**src/rtl/dsp_lane_accum.sv**
```systemverilog
// rtl/dsp_lane_accum.sv - four-lane reduction and 2**LOG2_N-frame block accumulator with a one-entry output buffer
// Define DSP_LANE_ACCUM_AVG_EN to report the truncated block average instead of the block sum.
module dsp_lane_accum #(
  parameter int LANE_W = 13,
  parameter int LOG2_N = 3
) (
  input  logic                       CLK,
  input  logic                       RST,
  input  logic [LANE_W-1:0]          IN1,
  input  logic [LANE_W-1:0]          IN2,
  input  logic [LANE_W-1:0]          IN3,
  input  logic [LANE_W-1:0]          IN4,
  input  logic                       IN_VALID,
  output logic                       IN_READY,
  input  logic                       CLR,
  output logic [LANE_W+LOG2_N+1:0]   ACC_OUT,
  output logic                       OUT_VALID,
  input  logic                       OUT_READY,
  output logic [LOG2_N-1:0]          FRM_CNT
);

  localparam int ACC_W = LANE_W + 2 + LOG2_N;
  localparam logic [LOG2_N-1:0] LAST_CNT = '1;

  logic [LANE_W:0]  p0;
  logic [LANE_W:0]  p1;
  logic             s1_valid;
  logic             s1_last;
  logic [ACC_W-1:0] acc;
  logic [ACC_W-1:0] sum;
  logic [ACC_W-1:0] result;
  logic             accept;
  logic             load;

  assign IN_READY = ~OUT_VALID | OUT_READY;
  assign accept   = IN_VALID & IN_READY;
  assign sum      = acc + ACC_W'(p0) + ACC_W'(p1);
  // CLR wipes the in-flight frame as well, so a block cut short can never report.
  assign load     = s1_valid & s1_last & ~CLR;

`ifdef DSP_LANE_ACCUM_AVG_EN
  assign result = sum >> LOG2_N;
`else
  assign result = sum;
`endif

  always_ff @(posedge CLK) begin
    if (!RST) begin
      s1_valid <= 1'b0;
      s1_last  <= 1'b0;
      p0       <= '0;
      p1       <= '0;
      FRM_CNT  <= '0;
    end else if (CLR) begin
      s1_valid <= 1'b0;
      s1_last  <= 1'b0;
      FRM_CNT  <= '0;
    end else begin
      s1_valid <= accept;
      if (accept) begin
        p0      <= {1'b0, IN1} + {1'b0, IN2};
        p1      <= {1'b0, IN3} + {1'b0, IN4};
        s1_last <= (FRM_CNT == LAST_CNT);
        FRM_CNT <= FRM_CNT + LOG2_N'(1);
      end
    end
  end

  always_ff @(posedge CLK) begin
    if (!RST) begin
      acc <= '0;
    end else if (CLR || load) begin
      acc <= '0;
    end else if (s1_valid) begin
      acc <= sum;
    end
  end

  // A new result may load on the same edge the previous one is consumed.
  always_ff @(posedge CLK) begin
    if (!RST) begin
      ACC_OUT   <= '0;
      OUT_VALID <= 1'b0;
    end else if (load) begin
      ACC_OUT   <= result;
      OUT_VALID <= 1'b1;
    end else if (OUT_VALID && OUT_READY) begin
      OUT_VALID <= 1'b0;
    end
  end

endmodule

```
**config.mk**
```make
export PLATFORM = sky130hd
export DESIGN_NAME = dsp_lane_accum
export DESIGN_NICKNAME = d
export VERILOG_FILES = /design/src/rtl/dsp_lane_accum.sv
export SDC_FILE = /design/constraint.sdc
export NUM_CORES = 1
export LEC_CHECK = 0
export ABC_AREA = 0
export BUFFER_PORTS_ARGS = -buffer_cell sky130_fd_sc_hd__buf_4
export CAP_MARGIN = 10
export CORE_MARGIN = 10
export CORE_UTILIZATION = 41
export DETAILED_ROUTE_END_ITERATION = 10
export GPL_ROUTABILITY_DRIVEN = 0
export PLACE_DENSITY = 0.58
export SKIP_CTS_REPAIR_TIMING = 1
export SYNTH_ARGS = -nofsm -noshare
export SYNTH_HDL_FRONTEND = slang
export SYNTH_SLANG_ARGS = --single-unit
```
**constraint.sdc**
```tcl
create_clock -name CLK -period 8.8 [get_ports CLK]
set_clock_uncertainty 0.2 [all_clocks]
set_input_delay 0.44 -clock CLK [delete_from_list [all_inputs] [get_ports CLK]]
set_output_delay 0.44 -clock CLK [all_outputs]
set_load 0.005 [all_outputs]
```
==> flow_summary.html, run 1 <==
<table>
<tr><th>Metric</th><th>Value</th></tr>
<tr><th colspan="2">Floorplan</th></tr>
<tr><td>Initial Util</td><td>42.51%</td></tr>
<tr><td>Core Footprint</td><td>11030 sq um</td></tr>
<tr><td>Die W</td><td>roughly 130 um</td></tr>
<tr><td>Y dimension of the die</td><td>126.9 um</td></tr>
<tr><td>Top-Level Pins</td><td>80</td></tr>
<tr><td>Num rows</td><td>38</td></tr>
<tr><td>DIE AREA</td><td>16120 sq um</td></tr>
<tr><th colspan="2">Worst setup path</th></tr>
<tr><td>Buffers plus inverters on the worst setup path</td><td>0</td></tr>
<tr><td>Gate family responsible for the most delay along the worst path</td><td>compound AO/OA/AOI/OAI gates</td></tr>
<tr><td>Critical Path Start Type</td><td>register</td></tr>
<tr><td>Cell repeated most along the worst path</td><td>sky130_fd_sc_hd__fa_1</td></tr>
<tr><td>Capturing element type of the critical path</td><td>register</td></tr>
<tr><td>Critical path data required time</td><td>8.83 ns</td></tr>
<tr><td>Sequence of cells on the critical path</td><td>fa_1 -&gt; ha_1 -&gt; fa_1 -&gt; a211oi_1 -&gt; nor2_1 -&gt; o41ai_1 -&gt; a31oi_1 -&gt; mux2i_1 -&gt; a31o_2</td></tr>
<tr><td>Delay of the slowest critical-path stage</td><td>0.48 ns</td></tr>
<tr><td>Critical path's slowest cell</td><td>sky130_fd_sc_hd__fa_1</td></tr>
<tr><td>Crit Path Category</td><td>reg -&gt; reg</td></tr>
<tr><td>Crit-path max FO</td><td>3</td></tr>
<tr><td>Worst EP arrival</td><td>roughly 3.4 ns</td></tr>
<tr><th colspan="2">Synth</th></tr>
<tr><td>Number of enable flip-flop cells after synthesis</td><td>0</td></tr>
<tr><td>Unique masters post-synth</td><td>56</td></tr>
<tr><td>Syn Inst Count</td><td>565</td></tr>
<tr><td>Number of register bits inferred by synthesis</td><td>70</td></tr>
<tr><td>Ys async rst share</td><td>0%</td></tr>
<tr><td>Area of the mapped netlist</td><td>4689 sq um</td></tr>
<tr><td>Net Count, Synth</td><td>slightly below 700</td></tr>
<tr><td>Commonest register cell after synthesis</td><td>sky130_fd_sc_hd__dfxtp_1</td></tr>
<tr><td>Synth warnings</td><td>0</td></tr>
<tr><td>Synthesized area divided by synthesized cell count</td><td>~8.3 sq um</td></tr>
<tr><td>Most frequent cells after synthesis</td><td>sky130_fd_sc_hd__dfxtp_1 (70), sky130_fd_sc_hd__nand2_1 (67), sky130_fd_sc_hd__a21oi_1 (61)</td></tr>
<tr><td>Cells taking the most area after synthesis</td><td>sky130_fd_sc_hd__dfxtp_1 (30%), sky130_fd_sc_hd__ha_1 (11%), sky130_fd_sc_hd__fa_1 (7.3%)</td></tr>
<tr><td>Sequential share of the synthesized area</td><td>between 20 and 30%</td></tr>
<tr><td>Portion of synthesized cell area occupied by the leading cell type</td><td>29.88%</td></tr>
<tr><td>Leading area contributor after synthesis</td><td>sky130_fd_sc_hd__dfxtp_1</td></tr>
<tr><td>Dominant cell by count in the synthesized netlist</td><td>sky130_fd_sc_hd__dfxtp_1</td></tr>
<tr><th colspan="2">Routing</th></tr>
<tr><td>Antenna violation net count after detailed routing</td><td>0</td></tr>
<tr><td>Routed WL</td><td>11940 um</td></tr>
<tr><td>Final routed DRC violation total</td><td>0</td></tr>
<tr><td>Initial DRT Pass Iterations</td><td>4</td></tr>
<tr><td>Drt via density</td><td>5.467</td></tr>
<tr><td>Detailed-route wire length per cell</td><td>15.29 um</td></tr>
<tr><td>Total number of vias</td><td>4270</td></tr>
<tr><td>Number of DRC markers in iteration 0</td><td>264</td></tr>
<tr><th colspan="2">STA</th></tr>
<tr><td>Pin slew with the least headroom to its limit</td><td>0.7973 ns</td></tr>
<tr><td>Worst setup slack after layout</td><td>5.465 ns</td></tr>
<tr><td>Period minus WS final</td><td>3.335 ns</td></tr>
<tr><td>Period Utilization, post-route</td><td>37.90%</td></tr>
<tr><td>Final setup TNS</td><td>0 ns</td></tr>
<tr><td>Upper clock frequency limit</td><td>299.8 MHz</td></tr>
<tr><td>Count of pins over their slew limit</td><td>0</td></tr>
<tr><td>Worst slew margin relative to its limit</td><td>46.85%</td></tr>
<tr><td>Final setup violating endpoints</td><td>0</td></tr>
<tr><td>Number of failing hold endpoints at the final stage</td><td>0</td></tr>
<tr><td>Unrepaired setup endpoints after global routing</td><td>no</td></tr>
<tr><th colspan="2">Global route</th></tr>
<tr><td>Vias in the first global route</td><td>4110</td></tr>
<tr><td>Remaining global-route overflow</td><td>0</td></tr>
<tr><td>Maximum number of pins on one net before global-route repair</td><td>39</td></tr>
<tr><td>Number of antenna violations at the first check in global routing</td><td>0</td></tr>
<tr><td>Wire length of the first global-routing pass</td><td>20120 um</td></tr>
<tr><td>Global-route usage over all layers</td><td>14.86%</td></tr>
<tr><th colspan="2">Power and ir drop</th></tr>
<tr><td>Power per cell area</td><td>154.7 nW/um^2</td></tr>
<tr><td>Maximum vdd ir drop</td><td>0.08853 mV</td></tr>
<tr><td>Leakage component of the power</td><td>about 0.0024 uW</td></tr>
<tr><td>Overall Power</td><td>881.7 uW</td></tr>
<tr><th colspan="2">Layout</th></tr>
<tr><td>Reg area</td><td>1401 sq um</td></tr>
<tr><td>Post-synthesis to final-layout area growth</td><td>21.53%</td></tr>
<tr><td>Area of the multi-input gates</td><td>3142 sq um</td></tr>
<tr><td>Final instance area</td><td>around 5700 sq um</td></tr>
<tr><td>Fill cells</td><td>1046</td></tr>
<tr><td>Fraction of final layout cells sized beyond drive strength 1</td><td>17.16%</td></tr>
<tr><td>Final antenna diode count</td><td>0</td></tr>
<tr><td>Post-layout nets</td><td>between 700 and 800</td></tr>
<tr><th colspan="2">Clock tree</th></tr>
<tr><td>CTS tree</td><td>done</td></tr>
<tr><td>Number of buffers inserted during clock tree synthesis</td><td>9</td></tr>
<tr><td>Buffer depth of the longest clock path</td><td>2</td></tr>
<tr><td>Htree depth</td><td>3</td></tr>
<tr><td>Clock insertion delay at the later pin of the skew report</td><td>0.33 ns</td></tr>
<tr><td>Clock edge transition at the registers on the reported setup and hold paths</td><td>0.06 ns</td></tr>
<tr><td>Clock net sink count</td><td>70</td></tr>
<tr><td>Cell at the root of the clock tree</td><td>sky130_fd_sc_hd__clkbuf_16</td></tr>
<tr><th colspan="2">Placed design</th></tr>
<tr><td>Number of buffer cells added on primary ports</td><td>79</td></tr>
<tr><td>Estimated wirelength of the detail-placed design</td><td>9333 um</td></tr>
<tr><td>Worst setup slack before clock tree synthesis</td><td>5.416 ns</td></tr>
<tr><td>Placed Area</td><td>5398 sq um</td></tr>
<tr><th colspan="2">Hold path</th></tr>
<tr><td>Worst hold-check path type</td><td>in -&gt; reg</td></tr>
<tr><th colspan="2">Job</th></tr>
<tr><td>Number of max-cap violations</td><td>0</td></tr>
<tr><th colspan="2">Outcome</th></tr>
<tr><td>Outcome</td><td>completed</td></tr>
</table>
layer usage:
| layer | global-route usage, % | share of wire [%] |
|---|---|---|
| met1 | 20.51 | 50 |
| met2 | 21.81 | 43 |
| met3 | 3.290 | 5.7 |
| met4 | 6.095 | 1.8 |
| met5 | 0 | 0 |
placed cells by master, fill, tap and decap left out, types with 3 or more instances in the layout:
master,netlist,layout
sky130_fd_sc_hd__buf_4,0,82
sky130_fd_sc_hd__dfxtp_1,70,70
sky130_fd_sc_hd__nand2_1,67,67
sky130_fd_sc_hd__a21oi_1,61,61
sky130_fd_sc_hd__nor2_1,44,43
sky130_fd_sc_hd__ha_1,42,42
sky130_fd_sc_hd__o21ai_0,30,30
sky130_fd_sc_hd__nand3_1,30,30
sky130_fd_sc_hd__a211oi_1,20,20
sky130_fd_sc_hd__fa_1,17,17
sky130_fd_sc_hd__inv_1,16,16
sky130_fd_sc_hd__xnor2_1,14,14
sky130_fd_sc_hd__nand2b_1,13,13
sky130_fd_sc_hd__nor3_1,11,11
sky130_fd_sc_hd__a21o_1,10,10
sky130_fd_sc_hd__mux2i_1,9,9
sky130_fd_sc_hd__o211ai_1,9,9
sky130_fd_sc_hd__clkbuf_16,0,9
sky130_fd_sc_hd__or3_1,8,8
sky130_fd_sc_hd__nand4b_1,7,7
sky130_fd_sc_hd__nor4_1,5,5
sky130_fd_sc_hd__o21a_1,4,4
sky130_fd_sc_hd__nand4_1,4,4
sky130_fd_sc_hd__xor2_1,4,4
sky130_fd_sc_hd__or2_2,4,4
sky130_fd_sc_hd__and3_1,4,4
sky130_fd_sc_hd__o21bai_1,3,3
sky130_fd_sc_hd__o31ai_1,3,3
sky130_fd_sc_hd__a31oi_1,3,3
sky130_fd_sc_hd__a311o_1,3,3
sky130_fd_sc_hd__clkinv_2,0,3
per-stage QoR:
| step | hold slack [ns] | utilization, % | cells |
|---|---|---|---|
| 6_report | 0.2041 | 51.67 | 781 |
| 2_1_floorplan | 0.2363 | - | 565 |
| 4_1_cts | 0.1931 | 51.67 | 781 |
| 3_3_place_gp | 0.2434 | 48.93 | 765 |
| 5_1_grt | 0.2109 | 51.67 | 781 |
| 3_5_place_dp | 0.2482 | 48.93 | 765 |
kinds of logic after synthesis:
logic type      synth area share, %
flops                         29.88
mux                           1.921
compound gates                22.15
fa+ha+maj                     18.46
buf+inv                       3.175
simple gates                  21.05
xor+xnor                      3.362
worst register-to-register path, stage by stage, from the launching register on:
cell,delay [ns]
sky130_fd_sc_hd__dfxtp_1,0.32
sky130_fd_sc_hd__fa_1,0.48
sky130_fd_sc_hd__ha_1,0.25
sky130_fd_sc_hd__fa_1,0.43
sky130_fd_sc_hd__a211oi_1,0.31
sky130_fd_sc_hd__nor2_1,0.13
sky130_fd_sc_hd__o41ai_1,0.48
sky130_fd_sc_hd__a31oi_1,0.24
sky130_fd_sc_hd__mux2i_1,0.16
sky130_fd_sc_hd__a31o_2,0.21
path summary, 6_finish.rpt:
kind / start / to / slack (ns) / cells after the start
setup / recovery: p0[1] / acc[13] / 5.46 / 9
hold / removal: IN_VALID / FRM_CNT[2] / 0.20 / 3
setup reg to reg: p0[1] / acc[13] / 5.46 / 9
hold reg to reg: ACC_OUT[2] / ACC_OUT[2] / 0.25 / 2
layout make-up:
class	instances	area share [%]
multi-input cells	456	55.13
well taps	140	3.074
clock buffers	12	4.501
clock inverters	4	0.7903
inverters	17	1.120
repair buffers	82	10.80
flip-flops and latches	70	24.59
sequential cells by signal, indices dropped and copies added (netlist names):
register   flops
s1_last        1
acc           18
ACC_OUT       18
p1            14
p0            14
s1_valid       1
OUT_VALID      1
FRM_CNT        3
power by group:
group	switching [uW]	total, uW	internal (uW)
sequential	9.40	338	328
clock	131	364	233
combinational	100	180	80.1
total	240	882	642
Power figures use the tool's default switching activity.
==> run 2, diff against run 1 <==
Clock period 8.8 ns to 3.4 ns, I/O delays scaled along.
==> flow_summary.html, run 2 (synthesis results as in run 1) <==
<table>
<tr><th>Metric</th><th>Value</th></tr>
<tr><th colspan="2">Global route</th></tr>
<tr><td>Met1 global-route usage</td><td>20.25% (-0.26 points)</td></tr>
<tr><td>GR Util met3</td><td>3.540% (+0.25 points)</td></tr>
<tr><td>Layer with the highest usage after global routing</td><td>met2</td></tr>
<tr><td>Global-route usage over all layers</td><td>14.69% (-0.18 points)</td></tr>
<tr><td>Vias in the first global route</td><td>4103 (-0.17%)</td></tr>
<tr><td>Number of antenna violations at the first check in global routing</td><td>0 (unchanged)</td></tr>
<tr><td>Remaining global-route overflow</td><td>0 (unchanged)</td></tr>
<tr><td>Wire length of the first global-routing pass</td><td>19870 um (-1.2%)</td></tr>
<tr><td>Met2 global-route usage</td><td>21.08% (-0.73 points)</td></tr>
<tr><td>Maximum number of pins on one net before global-route repair</td><td>39 (unchanged)</td></tr>
<tr><th colspan="2">Layout</th></tr>
<tr><td>Final antenna diode count</td><td>0 (unchanged)</td></tr>
<tr><td>Fraction of final layout cells sized beyond drive strength 1</td><td>17.73% (+0.57 points)</td></tr>
<tr><td>Share of the core filled with cells</td><td>51.97% (+0.31 points)</td></tr>
<tr><td>Post-layout nets</td><td>754 (+0.27%)</td></tr>
<tr><td>Most frequent cells in the layout</td><td>sky130_fd_sc_hd__buf_4 (83), sky130_fd_sc_hd__dfxtp_1 (70), sky130_fd_sc_hd__nand2_1 (67)</td></tr>
<tr><td>Leading registers by flop count</td><td>ACC_OUT (18), acc (18)</td></tr>
<tr><td>Post-synthesis to final-layout area growth</td><td>22.25%</td></tr>
<tr><td>Leading cell type in the layout, fill and taps excluded</td><td>sky130_fd_sc_hd__buf_4</td></tr>
<tr><td>Number of non-filler instances in the completed layout</td><td>783 (+0.26%)</td></tr>
<tr><th colspan="2">Power and ir drop</th></tr>
<tr><td>Power per cell area</td><td>399.5 nW/um^2 (+160%)</td></tr>
<tr><td>Overall Power</td><td>2290 uW (+160%)</td></tr>
<tr><td>Leakage component of the power</td><td>0.002412 uW (+0.82%)</td></tr>
<tr><td>Maximum vdd ir drop</td><td>0.2419 mV (+170%)</td></tr>
<tr><th colspan="2">Worst setup path</th></tr>
<tr><td>Crit Path Category</td><td>reg -&gt; reg</td></tr>
<tr><td>Capture point of the worst reg-to-reg path</td><td>acc[16]</td></tr>
<tr><td>Critical Path Start Type</td><td>register</td></tr>
<tr><td>Crit-path max FO</td><td>4 (+1)</td></tr>
<tr><td>Worst EP arrival</td><td>3.28 ns (-0.08 ns)</td></tr>
<tr><td>Worst-case reg-to-reg path depth</td><td>8 (-1)</td></tr>
<tr><td>Register-to-register path setup slack</td><td>0.15 ns (-5.32 ns)</td></tr>
<tr><td>Reg2reg start</td><td>p0[2]</td></tr>
<tr><td>Capturing element type of the critical path</td><td>register</td></tr>
<tr><td>Critical path data required time</td><td>3.42 ns (-5.41 ns)</td></tr>
<tr><th colspan="2">Hold path</th></tr>
<tr><td>Endpoint with the worst hold slack</td><td>p0[0]</td></tr>
<tr><td>Launch point of the worst hold path</td><td>IN2[0]</td></tr>
<tr><td>Min-Delay Path Depth</td><td>4 (+1)</td></tr>
<tr><td>Worst hold-check path type</td><td>in -&gt; reg</td></tr>
<tr><th colspan="2">Clock tree</th></tr>
<tr><td>CTS tree</td><td>done</td></tr>
<tr><td>Clock net sink count</td><td>70 (unchanged)</td></tr>
<tr><td>Number of buffers inserted during clock tree synthesis</td><td>9 (unchanged)</td></tr>
<tr><td>Cell at the root of the clock tree</td><td>sky130_fd_sc_hd__clkbuf_16</td></tr>
<tr><td>Clock insertion delay at the later pin of the skew report</td><td>0.33 ns (about the same)</td></tr>
<tr><td>Htree depth</td><td>3 (unchanged)</td></tr>
<tr><td>Buffer depth of the longest clock path</td><td>2 (unchanged)</td></tr>
<tr><td>Clock edge transition at the registers on the reported setup and hold paths</td><td>0.06 ns (about the same)</td></tr>
<tr><th colspan="2">Placed design</th></tr>
<tr><td>Worst setup slack before clock tree synthesis</td><td>0.02844 ns (-5.388 ns)</td></tr>
<tr><td>Estimated wirelength of the detail-placed design</td><td>9355 um (+0.23%)</td></tr>
<tr><td>Number of buffer cells added on primary ports</td><td>79 (unchanged)</td></tr>
<tr><td>Placed insts</td><td>766 (+0.13%)</td></tr>
<tr><th colspan="2">Routing</th></tr>
<tr><td>Routed WL</td><td>12160 um (+1.8%)</td></tr>
<tr><td>Total number of vias</td><td>4277 (+0.16%)</td></tr>
<tr><td>Number of DRC markers in iteration 0</td><td>301 (+14%)</td></tr>
<tr><td>Initial DRT Pass Iterations</td><td>5 (+1)</td></tr>
<tr><td>Detailed-route wire length per cell</td><td>15.53 um (+1.5%)</td></tr>
<tr><td>Antenna violation net count after detailed routing</td><td>0 (unchanged)</td></tr>
<tr><td>Drt via density</td><td>5.462 (about the same)</td></tr>
<tr><td>Final routed DRC violation total</td><td>0 (unchanged)</td></tr>
<tr><th colspan="2">STA</th></tr>
<tr><td>Worst setup slack after layout</td><td>0.1457 ns (-5.319 ns)</td></tr>
<tr><td>Period minus WS final</td><td>3.254 ns (-0.08096 ns)</td></tr>
<tr><td>Final setup violating endpoints</td><td>0 (unchanged)</td></tr>
<tr><td>Final setup TNS</td><td>0 ns (unchanged)</td></tr>
<tr><td>Upper clock frequency limit</td><td>307.3 MHz (+2.5%)</td></tr>
<tr><td>Pin slew with the least headroom to its limit</td><td>0.8047 ns (+0.007369 ns)</td></tr>
<tr><td>Period Utilization, post-route</td><td>95.71% (+58 points)</td></tr>
<tr><td>Count of pins over their slew limit</td><td>0 (unchanged)</td></tr>
<tr><td>Unrepaired setup endpoints after global routing</td><td>no</td></tr>
<tr><td>Number of failing hold endpoints at the final stage</td><td>0 (unchanged)</td></tr>
<tr><td>Worst slew margin relative to its limit</td><td>46.35% (-0.49 points)</td></tr>
<tr><th colspan="2">Floorplan</th></tr>
<tr><td>Core Footprint</td><td>11030 sq um (unchanged)</td></tr>
<tr><td>Die W</td><td>126.9 um (unchanged)</td></tr>
<tr><td>Initial Util</td><td>42.51% (unchanged)</td></tr>
<tr><td>Y dimension of the die</td><td>126.9 um (unchanged)</td></tr>
<tr><td>DIE AREA</td><td>16120 sq um (unchanged)</td></tr>
<tr><td>Num rows</td><td>38 (unchanged)</td></tr>
<tr><td>Top-Level Pins</td><td>80 (unchanged)</td></tr>
<tr><th colspan="2">Job</th></tr>
<tr><td>Number of max-cap violations</td><td>0 (unchanged)</td></tr>
<tr><th colspan="2">Outcome</th></tr>
<tr><td>Outcome</td><td>completed</td></tr>
</table>
==> run 2: critical path: stages, from the launching register on <==
cell	delay (ns)
sky130_fd_sc_hd__dfxtp_1	0.33
sky130_fd_sc_hd__fa_1	0.53
sky130_fd_sc_hd__ha_1	0.34
sky130_fd_sc_hd__a211oi_1	0.13
sky130_fd_sc_hd__nor4_1	0.55
sky130_fd_sc_hd__nor4_1	0.15
sky130_fd_sc_hd__o31ai_1	0.55
sky130_fd_sc_hd__a21oi_1	0.14
sky130_fd_sc_hd__a31o_2	0.23
==> run 2: power by group <==
group / total [uW] / internal, uW / switching, uW
clock network: 944 / 604 / 340
registers: 876 / 850 / 25.7
logic: 471 / 209 / 262
==> run 2: routing by layer <==
metal  part of all wire [%]  vias to the layer above
met5                      0                        -
met2                     42                      129
li1                       -                     2206
met1                     50                     1928
met4                    1.7                        0
met3                    6.6                       14
==> run 2: how the worst max path moves through the flow <==
stage | start | endpoint | slack, ns | cells after the start
after floorplan | p0[1] | acc[13] | 0.35 | 9
after global placement | p0[1] | acc[13] | 0.08 | 9
after detailed placement | p0[1] | acc[13] | 0.03 | 9
after CTS | p0[1] | acc[13] | 0.02 | 9
after global routing | p0[1] | acc[13] | 0.009 | 9
final | p0[2] | acc[16] | 0.15 | 8
==> run 2: area by class of cell <==
type | count | area, sq um
fill | 1059 | 5298
inverter | 17 | 63.81
clock buffer | 12 | 256.5
tap | 140 | 175.2
sequential | 70 | 1401
clock inverter | 4 | 45.04
timing repair buffer | 84 | 633.1
multi-input combinational | 456 | 3158
==> run 2: per-stage QoR <==
stage	instance area, sq um	hold WS (ns)
after floorplan	4690	0.1300
after global placement	5405	0.2444
after detailed placement	5405	0.2500
after CTS	5707	-0.07737
final	5733	0.04568
after global routing	5733	0.06903
